--- src/rtl/csr_trap_if.sv ---
// Handshake and result bundle between the system-op classifier and csr_trap_unit.
// master drives ops in; slave returns CSR read data, redirect and mstatus.MIE.
interface csr_trap_if #(
  parameter int XLEN = 64
);
  logic            valid_in;
  logic            ready_out;
  logic [4:0]      cause_in;
  logic [XLEN-1:0] tval_in;
  logic [XLEN-1:0] pc_in;
  logic [XLEN-1:0] wdata_in;
  logic [XLEN-1:0] rdata_out;
  logic            rdata_valid;
  logic            redirect;
  logic [XLEN-1:0] redirect_pc;
  logic            mie_out;

  modport master (
    output valid_in, cause_in, tval_in,
    output pc_in, wdata_in,
    input  ready_out, rdata_out, rdata_valid,
    input  redirect, redirect_pc, mie_out
  );

  modport slave (
    input  valid_in, cause_in, tval_in,
    input  pc_in, wdata_in,
    output ready_out, rdata_out, rdata_valid,
    output redirect, redirect_pc, mie_out
  );
endinterface

--- src/rtl/csr_trap_unit.sv ---
// Machine-mode CSR file with CSR RMW, trap entry, mret and fetch redirect.
// Optional minstret/instret counter and retire port: define CSR_MINSTRET_EN.
module csr_trap_unit #(
  parameter int              XLEN      = 64,
  parameter logic [XLEN-1:0] RESET_VEC = '0
) (
  input logic       clk,
  input logic       rst,
`ifdef CSR_MINSTRET_EN
  input logic       retire,
`endif
  csr_trap_if.slave bus
);

  localparam logic [4:0] SYSOP_CSR_W  = 5'd24;
  localparam logic [4:0] SYSOP_CSR_S  = 5'd25;
  localparam logic [4:0] SYSOP_CSR_C  = 5'd26;
  localparam logic [4:0] SYSOP_ECALL  = 5'd27;
  localparam logic [4:0] SYSOP_EBREAK = 5'd28;
  localparam logic [4:0] SYSOP_RET    = 5'd29;

  localparam logic [11:0] A_MSTATUS  = 12'h300;
  localparam logic [11:0] A_MTVEC    = 12'h305;
  localparam logic [11:0] A_MSCRATCH = 12'h340;
  localparam logic [11:0] A_MEPC     = 12'h341;
  localparam logic [11:0] A_MCAUSE   = 12'h342;
  localparam logic [11:0] A_MTVAL    = 12'h343;
  localparam logic [11:0] A_MCYCLE   = 12'hB00;
  localparam logic [11:0] A_CYCLE    = 12'hC00;
`ifdef CSR_MINSTRET_EN
  localparam logic [11:0] A_MINSTRET = 12'hB02;
  localparam logic [11:0] A_INSTRET  = 12'hC02;
`endif

  typedef enum logic [1:0] {
    S_IDLE, S_CSR, S_TRAP, S_RET
  } state_t;

  state_t r_state, w_next;

  logic [4:0]      r_cause;
  logic [XLEN-1:0] r_tval, r_pc, r_wdata;
  logic            r_ill;
  logic            r_mie, r_mpie;
  logic [XLEN-1:0] r_mtvec, r_mscratch, r_mepc;
  logic [XLEN-1:0] r_mcause, r_mtval, r_mcycle;
`ifdef CSR_MINSTRET_EN
  logic [XLEN-1:0] r_minstret;
`endif

  logic            w_accept, w_csr_in;
  logic [11:0]     w_addr;
  logic [XLEN-1:0] w_rd, w_new;
  logic            w_impl, w_wr, w_ill, w_we;
  logic [XLEN-1:0] w_tcause, w_ttval;
  logic            w_rv, w_redir;

  assign w_csr_in = (bus.cause_in == SYSOP_CSR_W)
                  | (bus.cause_in == SYSOP_CSR_S)
                  | (bus.cause_in == SYSOP_CSR_C);
  assign w_accept = bus.valid_in & (r_state == S_IDLE)
                  & (bus.cause_in != 5'd0);
  assign w_addr   = r_tval[11:0];

  always_comb begin
    w_rd   = '0;
    w_impl = 1'b1;
    unique case (w_addr)
      A_MSTATUS: begin
        w_rd[12:11] = 2'b11;
        w_rd[7]     = r_mpie;
        w_rd[3]     = r_mie;
      end
      A_MTVEC:            w_rd = r_mtvec;
      A_MSCRATCH:         w_rd = r_mscratch;
      A_MEPC:             w_rd = r_mepc;
      A_MCAUSE:           w_rd = r_mcause;
      A_MTVAL:            w_rd = r_mtval;
      A_MCYCLE, A_CYCLE:  w_rd = r_mcycle;
`ifdef CSR_MINSTRET_EN
      A_MINSTRET,
      A_INSTRET:          w_rd = r_minstret;
`endif
      default:            w_impl = 1'b0;
    endcase
  end

  // S/C with a zero operand is a pure read, so it may target read-only aliases
  assign w_wr  = (r_cause == SYSOP_CSR_W) | (r_wdata != '0);
  assign w_ill = ~w_impl | ((w_addr[11:10] == 2'b11) & w_wr);
  assign w_we  = (r_state == S_CSR) & ~w_ill & w_wr;

  always_comb begin
    w_new = w_rd;
    unique case (r_cause)
      SYSOP_CSR_W: w_new = r_wdata;
      SYSOP_CSR_S: w_new = w_rd | r_wdata;
      SYSOP_CSR_C: w_new = w_rd & ~r_wdata;
      default:     w_new = w_rd;
    endcase
  end

  always_comb begin
    w_tcause = XLEN'(r_cause);
    w_ttval  = r_tval;
    unique case (1'b1)
      r_ill: begin
        w_tcause = XLEN'(2);
        w_ttval  = XLEN'(w_addr);
      end
      (r_cause == SYSOP_ECALL): begin
        w_tcause = XLEN'(11);
        w_ttval  = '0;
      end
      (r_cause == SYSOP_EBREAK): begin
        w_tcause = XLEN'(3);
        w_ttval  = r_pc;
      end
      default: begin
        w_tcause = XLEN'(r_cause);
        w_ttval  = r_tval;
      end
    endcase
  end

  always_ff @(posedge clk) begin
    if (rst) r_state <= S_IDLE;
    else     r_state <= w_next;
  end

  always_comb begin
    w_next = r_state;
    unique case (r_state)
      S_IDLE: begin
        if (w_accept) begin
          if (w_csr_in)                         w_next = S_CSR;
          else if (bus.cause_in == SYSOP_RET)   w_next = S_RET;
          else                                  w_next = S_TRAP;
        end
      end
      S_CSR:   w_next = w_ill ? S_TRAP : S_IDLE;
      S_TRAP:  w_next = S_IDLE;
      S_RET:   w_next = S_IDLE;
      default: w_next = S_IDLE;
    endcase
  end

  always_ff @(posedge clk) begin
    if (rst) begin
      r_cause    <= '0;
      r_tval     <= '0;
      r_pc       <= '0;
      r_wdata    <= '0;
      r_ill      <= 1'b0;
      r_mie      <= 1'b0;
      r_mpie     <= 1'b0;
      r_mtvec    <= RESET_VEC;
      r_mscratch <= '0;
      r_mepc     <= '0;
      r_mcause   <= '0;
      r_mtval    <= '0;
      r_mcycle   <= '0;
`ifdef CSR_MINSTRET_EN
      r_minstret <= '0;
`endif
    end else begin
      r_mcycle <= r_mcycle + 1'b1;
`ifdef CSR_MINSTRET_EN
      if (retire) r_minstret <= r_minstret + 1'b1;
`endif
      if (w_accept) begin
        r_cause <= bus.cause_in;
        r_tval  <= bus.tval_in;
        r_pc    <= bus.pc_in;
        r_wdata <= bus.wdata_in;
        r_ill   <= 1'b0;
      end
      if ((r_state == S_CSR) && w_ill) r_ill <= 1'b1;
      if (w_we) begin
        unique case (w_addr)
          A_MSTATUS: begin
            r_mie  <= w_new[3];
            r_mpie <= w_new[7];
          end
          A_MTVEC:    r_mtvec    <= w_new;
          A_MSCRATCH: r_mscratch <= w_new;
          A_MEPC:     r_mepc     <= {w_new[XLEN-1:2], 2'b00};
          A_MCAUSE:   r_mcause   <= w_new;
          A_MTVAL:    r_mtval    <= w_new;
          A_MCYCLE:   r_mcycle   <= w_new;
`ifdef CSR_MINSTRET_EN
          A_MINSTRET: r_minstret <= w_new;
`endif
          default:    ;
        endcase
      end
      if (r_state == S_TRAP) begin
        r_mepc   <= {r_pc[XLEN-1:2], 2'b00};
        r_mcause <= w_tcause;
        r_mtval  <= w_ttval;
        r_mpie   <= r_mie;
        r_mie    <= 1'b0;
      end
      if (r_state == S_RET) begin
        r_mie  <= r_mpie;
        r_mpie <= 1'b1;
      end
    end
  end

  // rst gates the pulses so an op caught by reset never escapes
  assign w_rv  = (r_state == S_CSR) & ~w_ill & ~rst;
  assign w_redir = ((r_state == S_TRAP) | (r_state == S_RET)) & ~rst;

  assign bus.ready_out   = (r_state == S_IDLE);
  assign bus.rdata_valid = w_rv;
  assign bus.rdata_out   = w_rv ? w_rd : '0;
  assign bus.redirect    = w_redir;
  assign bus.redirect_pc = ~w_redir ? '0 :
                           (r_state == S_TRAP) ?
                           {r_mtvec[XLEN-1:2], 2'b00} : r_mepc;
  assign bus.mie_out     = r_mie;

endmodule

--- src/flat_wrapper.sv ---
// flat-port wrapper written by rule: the top's interface ports become plain ports
module csr_trap_unit_flat 
#(
  parameter int              XLEN      = 64,
  parameter logic [XLEN-1:0] RESET_VEC = '0
)
  (clk, rst, bus_valid_in, bus_cause_in, bus_tval_in, bus_pc_in, bus_wdata_in, bus_ready_out, bus_rdata_out, bus_rdata_valid, bus_redirect, bus_redirect_pc, bus_mie_out);
  csr_trap_if #(.XLEN(XLEN)) bus_i ();
  input logic clk;
  input logic rst;
  input wire logic [$bits(bus_i.valid_in)-1:0] bus_valid_in;
  input wire logic [$bits(bus_i.cause_in)-1:0] bus_cause_in;
  input wire logic [$bits(bus_i.tval_in)-1:0] bus_tval_in;
  input wire logic [$bits(bus_i.pc_in)-1:0] bus_pc_in;
  input wire logic [$bits(bus_i.wdata_in)-1:0] bus_wdata_in;
  output wire logic [$bits(bus_i.ready_out)-1:0] bus_ready_out;
  output wire logic [$bits(bus_i.rdata_out)-1:0] bus_rdata_out;
  output wire logic [$bits(bus_i.rdata_valid)-1:0] bus_rdata_valid;
  output wire logic [$bits(bus_i.redirect)-1:0] bus_redirect;
  output wire logic [$bits(bus_i.redirect_pc)-1:0] bus_redirect_pc;
  output wire logic [$bits(bus_i.mie_out)-1:0] bus_mie_out;
  assign bus_i.valid_in = bus_valid_in;
  assign bus_i.cause_in = bus_cause_in;
  assign bus_i.tval_in = bus_tval_in;
  assign bus_i.pc_in = bus_pc_in;
  assign bus_i.wdata_in = bus_wdata_in;
  assign bus_ready_out = bus_i.ready_out;
  assign bus_rdata_out = bus_i.rdata_out;
  assign bus_rdata_valid = bus_i.rdata_valid;
  assign bus_redirect = bus_i.redirect;
  assign bus_redirect_pc = bus_i.redirect_pc;
  assign bus_mie_out = bus_i.mie_out;
  csr_trap_unit #(.XLEN(XLEN), .RESET_VEC(RESET_VEC)) u_core (.clk(clk), .rst(rst), .bus(bus_i));
endmodule
--- config.mk ---
export PLATFORM = sky130hd
export DESIGN_NAME = csr_trap_unit_flat
export DESIGN_NICKNAME = d
export VERILOG_FILES = /design/src/rtl/csr_trap_if.sv /design/src/rtl/csr_trap_unit.sv /design/src/flat_wrapper.sv
export SDC_FILE = /design/constraint.sdc
export NUM_CORES = 2
export LEC_CHECK = 0
export ABC_CLOCK_PERIOD_IN_PS = 3300
export BUFFER_PORTS_ARGS = -buffer_cell sky130_fd_sc_hd__buf_2
export CAP_MARGIN = 10
export CORE_ASPECT_RATIO = 1.4
export CORE_MARGIN = 2
export CORE_UTILIZATION = 53
export DETAILED_ROUTE_END_ITERATION = 8
export PLACE_DENSITY = 0.76
export SYNTH_ARGS = -nofsm -noshare
export SYNTH_HDL_FRONTEND = slang
export SYNTH_SLANG_ARGS = --single-unit
--- constraint.sdc ---
create_clock -name clk -period 3.3 [get_ports clk]
set_clock_uncertainty 0.15 [all_clocks]
set_input_delay 0.66 -clock clk [delete_from_list [all_inputs] [get_ports clk]]
set_output_delay 0.66 -clock clk [all_outputs]
set_load 0.005 [all_outputs]
==> impl_results.md <==
* Run status: finished, violations left
* Failing checks: design-rule violations, negative setup slack
* CTS tree: built
* Vias after detailed routing at 30789
* Final worst slack at -0.855 ns
* Critical Setup Path Class: reg2out
* PortBufs at around 330
* Estimated wirelength of the detail-placed design at between 70000 and 80000 um
* Antenna violations before repair at 0
* Total congestion overflow at 0
* Deepest clock path buffer count at 3
* Chip Width at roughly 200 um
* Minimum clock period after layout at 4.15 ns
* Biggest fanout along the worst timing path at 7
* Rows at 100
* Fraction of the yosys area taken by sequential cells at roughly two fifths
* WP data required at 2.49 ns
* Critical Path AT at 3.34 ns
* Worst hold margin at 0.113 ns
* Most common library cells after synthesis: dfxtp_1, nand2_1, a21oi_1
* Post-synth EDFFs at 0
* CP Launch Type: register
* Clock latency on the worst-skew pair at 0.64 ns
* Path length in cells of the critical path at 11
* Final Routed Wirelength at ~120000 um
* Reported leakage power at between 10 and 15 nW
* Average routed wire per standard cell at approximately 25 um
* Antenna viol nets, final at 0
* Yosys top cell area share at 40.8%
* RSZ-0062 raised after global routing: yes
* Final hold viol count at 0
* Series of cell instances along the critical path: nor4_4 -> buf_4 -> nand4_1 -> buf_4 -> nor4_4 -> a21oi_2 -> or4_4 -> buf_12 -> buf_8 -> a31oi_2 -> buf_2
* Combined buffer and inverter count along the critical path at 5
* Max Clock Freq at roughly 240 MHz
* Max capacitance violation total at 0
* Vias in the first global route at just under 30000
* Gate count after technology mapping at 3513
* Slew margin rel. at 36.2%
* Final instance area at between 0.03 and 0.04 mm^2
* CTS buffer count at 56
* Mean post-synth cell area at 8.15 um^2
* Category of the worst setup path capture point: output port
* Count of final setup violators at 70
* Length in cells of the worst reg-to-reg path at 7
* Overall Global Routing Usage at around two fifths
* Wire length of the first global-routing pass at between 150000 and 200000 um
* Critical Path Max Stage Delay at roughly 0.56 ns
* Mean number of vias per cell at about 6.7
* Reg clk slew, reported paths at approximately 0.070 ns
* Number of stages on the worst hold path at 3
* Cell with the largest stage delay on the worst path: or4_4
* #FFs+latches synth at approximately 600
* Starting DRC count in detailed routing at around 4200
* Dominant register cell in the synthesized netlist: dfxtp_1
* Clock Sink Count at 584
* Post-synth cell types at 76
* Max Slew Vio Count at 0
* Number of fill cells at around 4600
* Final period util at 126%
* Drt first pass iters at 9
* Area enclosed by the die boundary at 0.0560 mm^2
* Routability Congestion at roughly 0.99
* Maximum VDD drop at ~0.37 mV
* Worst hold path class: in2reg
* Number of top-level pins at 332
* Area delta synth->final at 21.9%
* Synth warnings at 0
* Transition time at the pin with the least slew margin at between 0.9 and 1 ns
* Cell area after placement at ~0.033 mm^2
* Starting Density at between 50% and 60%
* Net count reported at finish at between 4000 and 5000
* Total power per unit cell area at approximately 460 mW/mm^2
* Hold_buf cts at 0
* H-tree Lvls at 2
* Syn Std Cell Area at 0.0286 mm^2
* Placeable Area at about 0.053 mm^2
* Pin count of the biggest net entering global routing at 151
* Most numerous cell in the Yosys netlist: dfxtp_1
* Post-route DRC violation count at 3
* Delay-heaviest family, CP: simple AND/OR/NAND/NOR gates
* Top cells by area in the synthesized netlist: dfxtp_1, a21oi_1, a211oi_1
* Async S/R FF share, synth at 0%
* Largest area contributor in the synthesized netlist: dfxtp_1
* Die Y at between 200 and 300 um
* Fraction of final layout cells sized beyond drive strength 1 at 21.4%
* CTS Root Cell: clkbuf_16
## worst paths after layout
path / startpoint / end / slack (ns)
max: u_core.r_wdata[21] / bus_rdata_out[32] / -0.85
max reg2reg: u_core.r_tval[1] / u_core.r_mcause[20] / -0.10
min reg2reg: u_core.r_tval[43] / u_core.r_tval[43] / 0.31
min: bus_pc_in[53] / u_core.r_pc[53] / 0.11
## final cells by class
type	count	area, um^2	share of cell area, %
Multi-Input combinational cell	2575	15900	45.5
Sequential cell	584	11700	33.5
Timing Repair Buffer	608	4460	12.8
Clock buffer	86	1710	4.89
Tap cell	714	893	2.56
Clock inverter	18	230	0.659
Inverter	9	33.8	0.0967
Antenna cell	1	2.50	0.00716
## sequential cells by signal, summed over array words and instances (netlist names)
signal	count
u_core.r_cause	5
u_core.r_pc	64
u_core.r_mcycle	64
u_core.r_mcause	64
u_core.r_wdata	64
u_core.r_mtvec	64
u_core.r_mpie	1
u_core.r_mscratch	64
u_core.r_mepc	62
u_core.bus.mie_out	1
u_core.r_mtval	64
u_core.r_ill	1
u_core.r_state	2
u_core.r_tval	64
## cell families (layout without fill, tap and decap cells)
| logic type | count (synthesis) | in the layout | share of synthesized area, % |
|---|---|---|---|
| adders and majority gates | 1 | 1 | 0.0437 |
| muxes | 137 | 137 | 4.82 |
| and+or+nand+nor | 1102 | 1102 | 16.9 |
| other | 1 | 3 | 0.0131 |
| DFF | 584 | 584 | 40.8 |
| buffers and inverters | 355 | 721 | 5.13 |
| xor gates and xnor gates | 52 | 52 | 1.59 |
| AOI/OAI and AO/OA | 1281 | 1281 | 30.7 |
## where the power goes
part	switching (W)	internal, W
Combinational	0.00114	0.000631
Sequential	0.000204	0.00730
Clock	0.00294	0.00395
## routing by layer
| layer | routed length [um] | GRT usage, % |
|---|---|---|
| met1 | 43500 | 50.4 |
| met2 | 51700 | 61.9 |
| met3 | 13700 | 8.20 |
| met4 | 7220 | 22.8 |
| met5 | 0 | 0 |
## timing repair
item                                    in CTS  in global routing
resized for setup                           19                 16
hold endpoints to repair                     0                  0
setup buffers                                2                  4
cloned                                       0                  1
pin swaps                                    6                  4
endpoints found under the setup margin      69                 84
## worst register-to-register path, stage by stage, from the launching register on
cell      delay (ns)
dfxtp_4         0.37
buf_12          0.46
mux2i_1         0.75
nor2_1          0.08
o21ai_0         0.61
a21oi_1         0.18
a21oi_1         0.50
a211oi_1        0.16
## cells in the final DEF, fill, tap and decap left out, drive strengths merged, types with 8 or more instances in the layout
cell type and count:
nand2 478, mux2 8, o2bb2ai 48, a21oi 374
and3 12, or2 10, a221oi 14, clkbuf 87
nor3 43, mux2i 129, nor2b 10, a21o 9
o21ai 152, dfxtp 584, nor4 38, and4 8
clkinv 11, or4 9, a22oi 55, inv 10
a222oi 55, a2111oi 12, o21a 65, nand3 77
a32oi 83, xor2 31, buf 607, xnor2 21
a211oi 242, and2 24, nor2 337, o211ai 9
nand4 29, a31oi 54, o31ai 57
## metrics by stage
step	total power [W]	setup WS (ns)	cells	utilization [%]	TNS, ns
final	0.0162	-0.855	4595	65.5	-50.40
after global routing	0.0165	-0.891	4594	65.5	-53.44
after CTS	0.0161	-0.817	4589	65.3	-48.28
after detailed placement	0.00933	-0.672	4483	61.4	-38.80
after global placement	0.00931	-0.660	4483	61.4	-37.77
after floorplan	0.00848	-0.0454	3514	-	-1.07
Power figures use the tool's default switching activity.
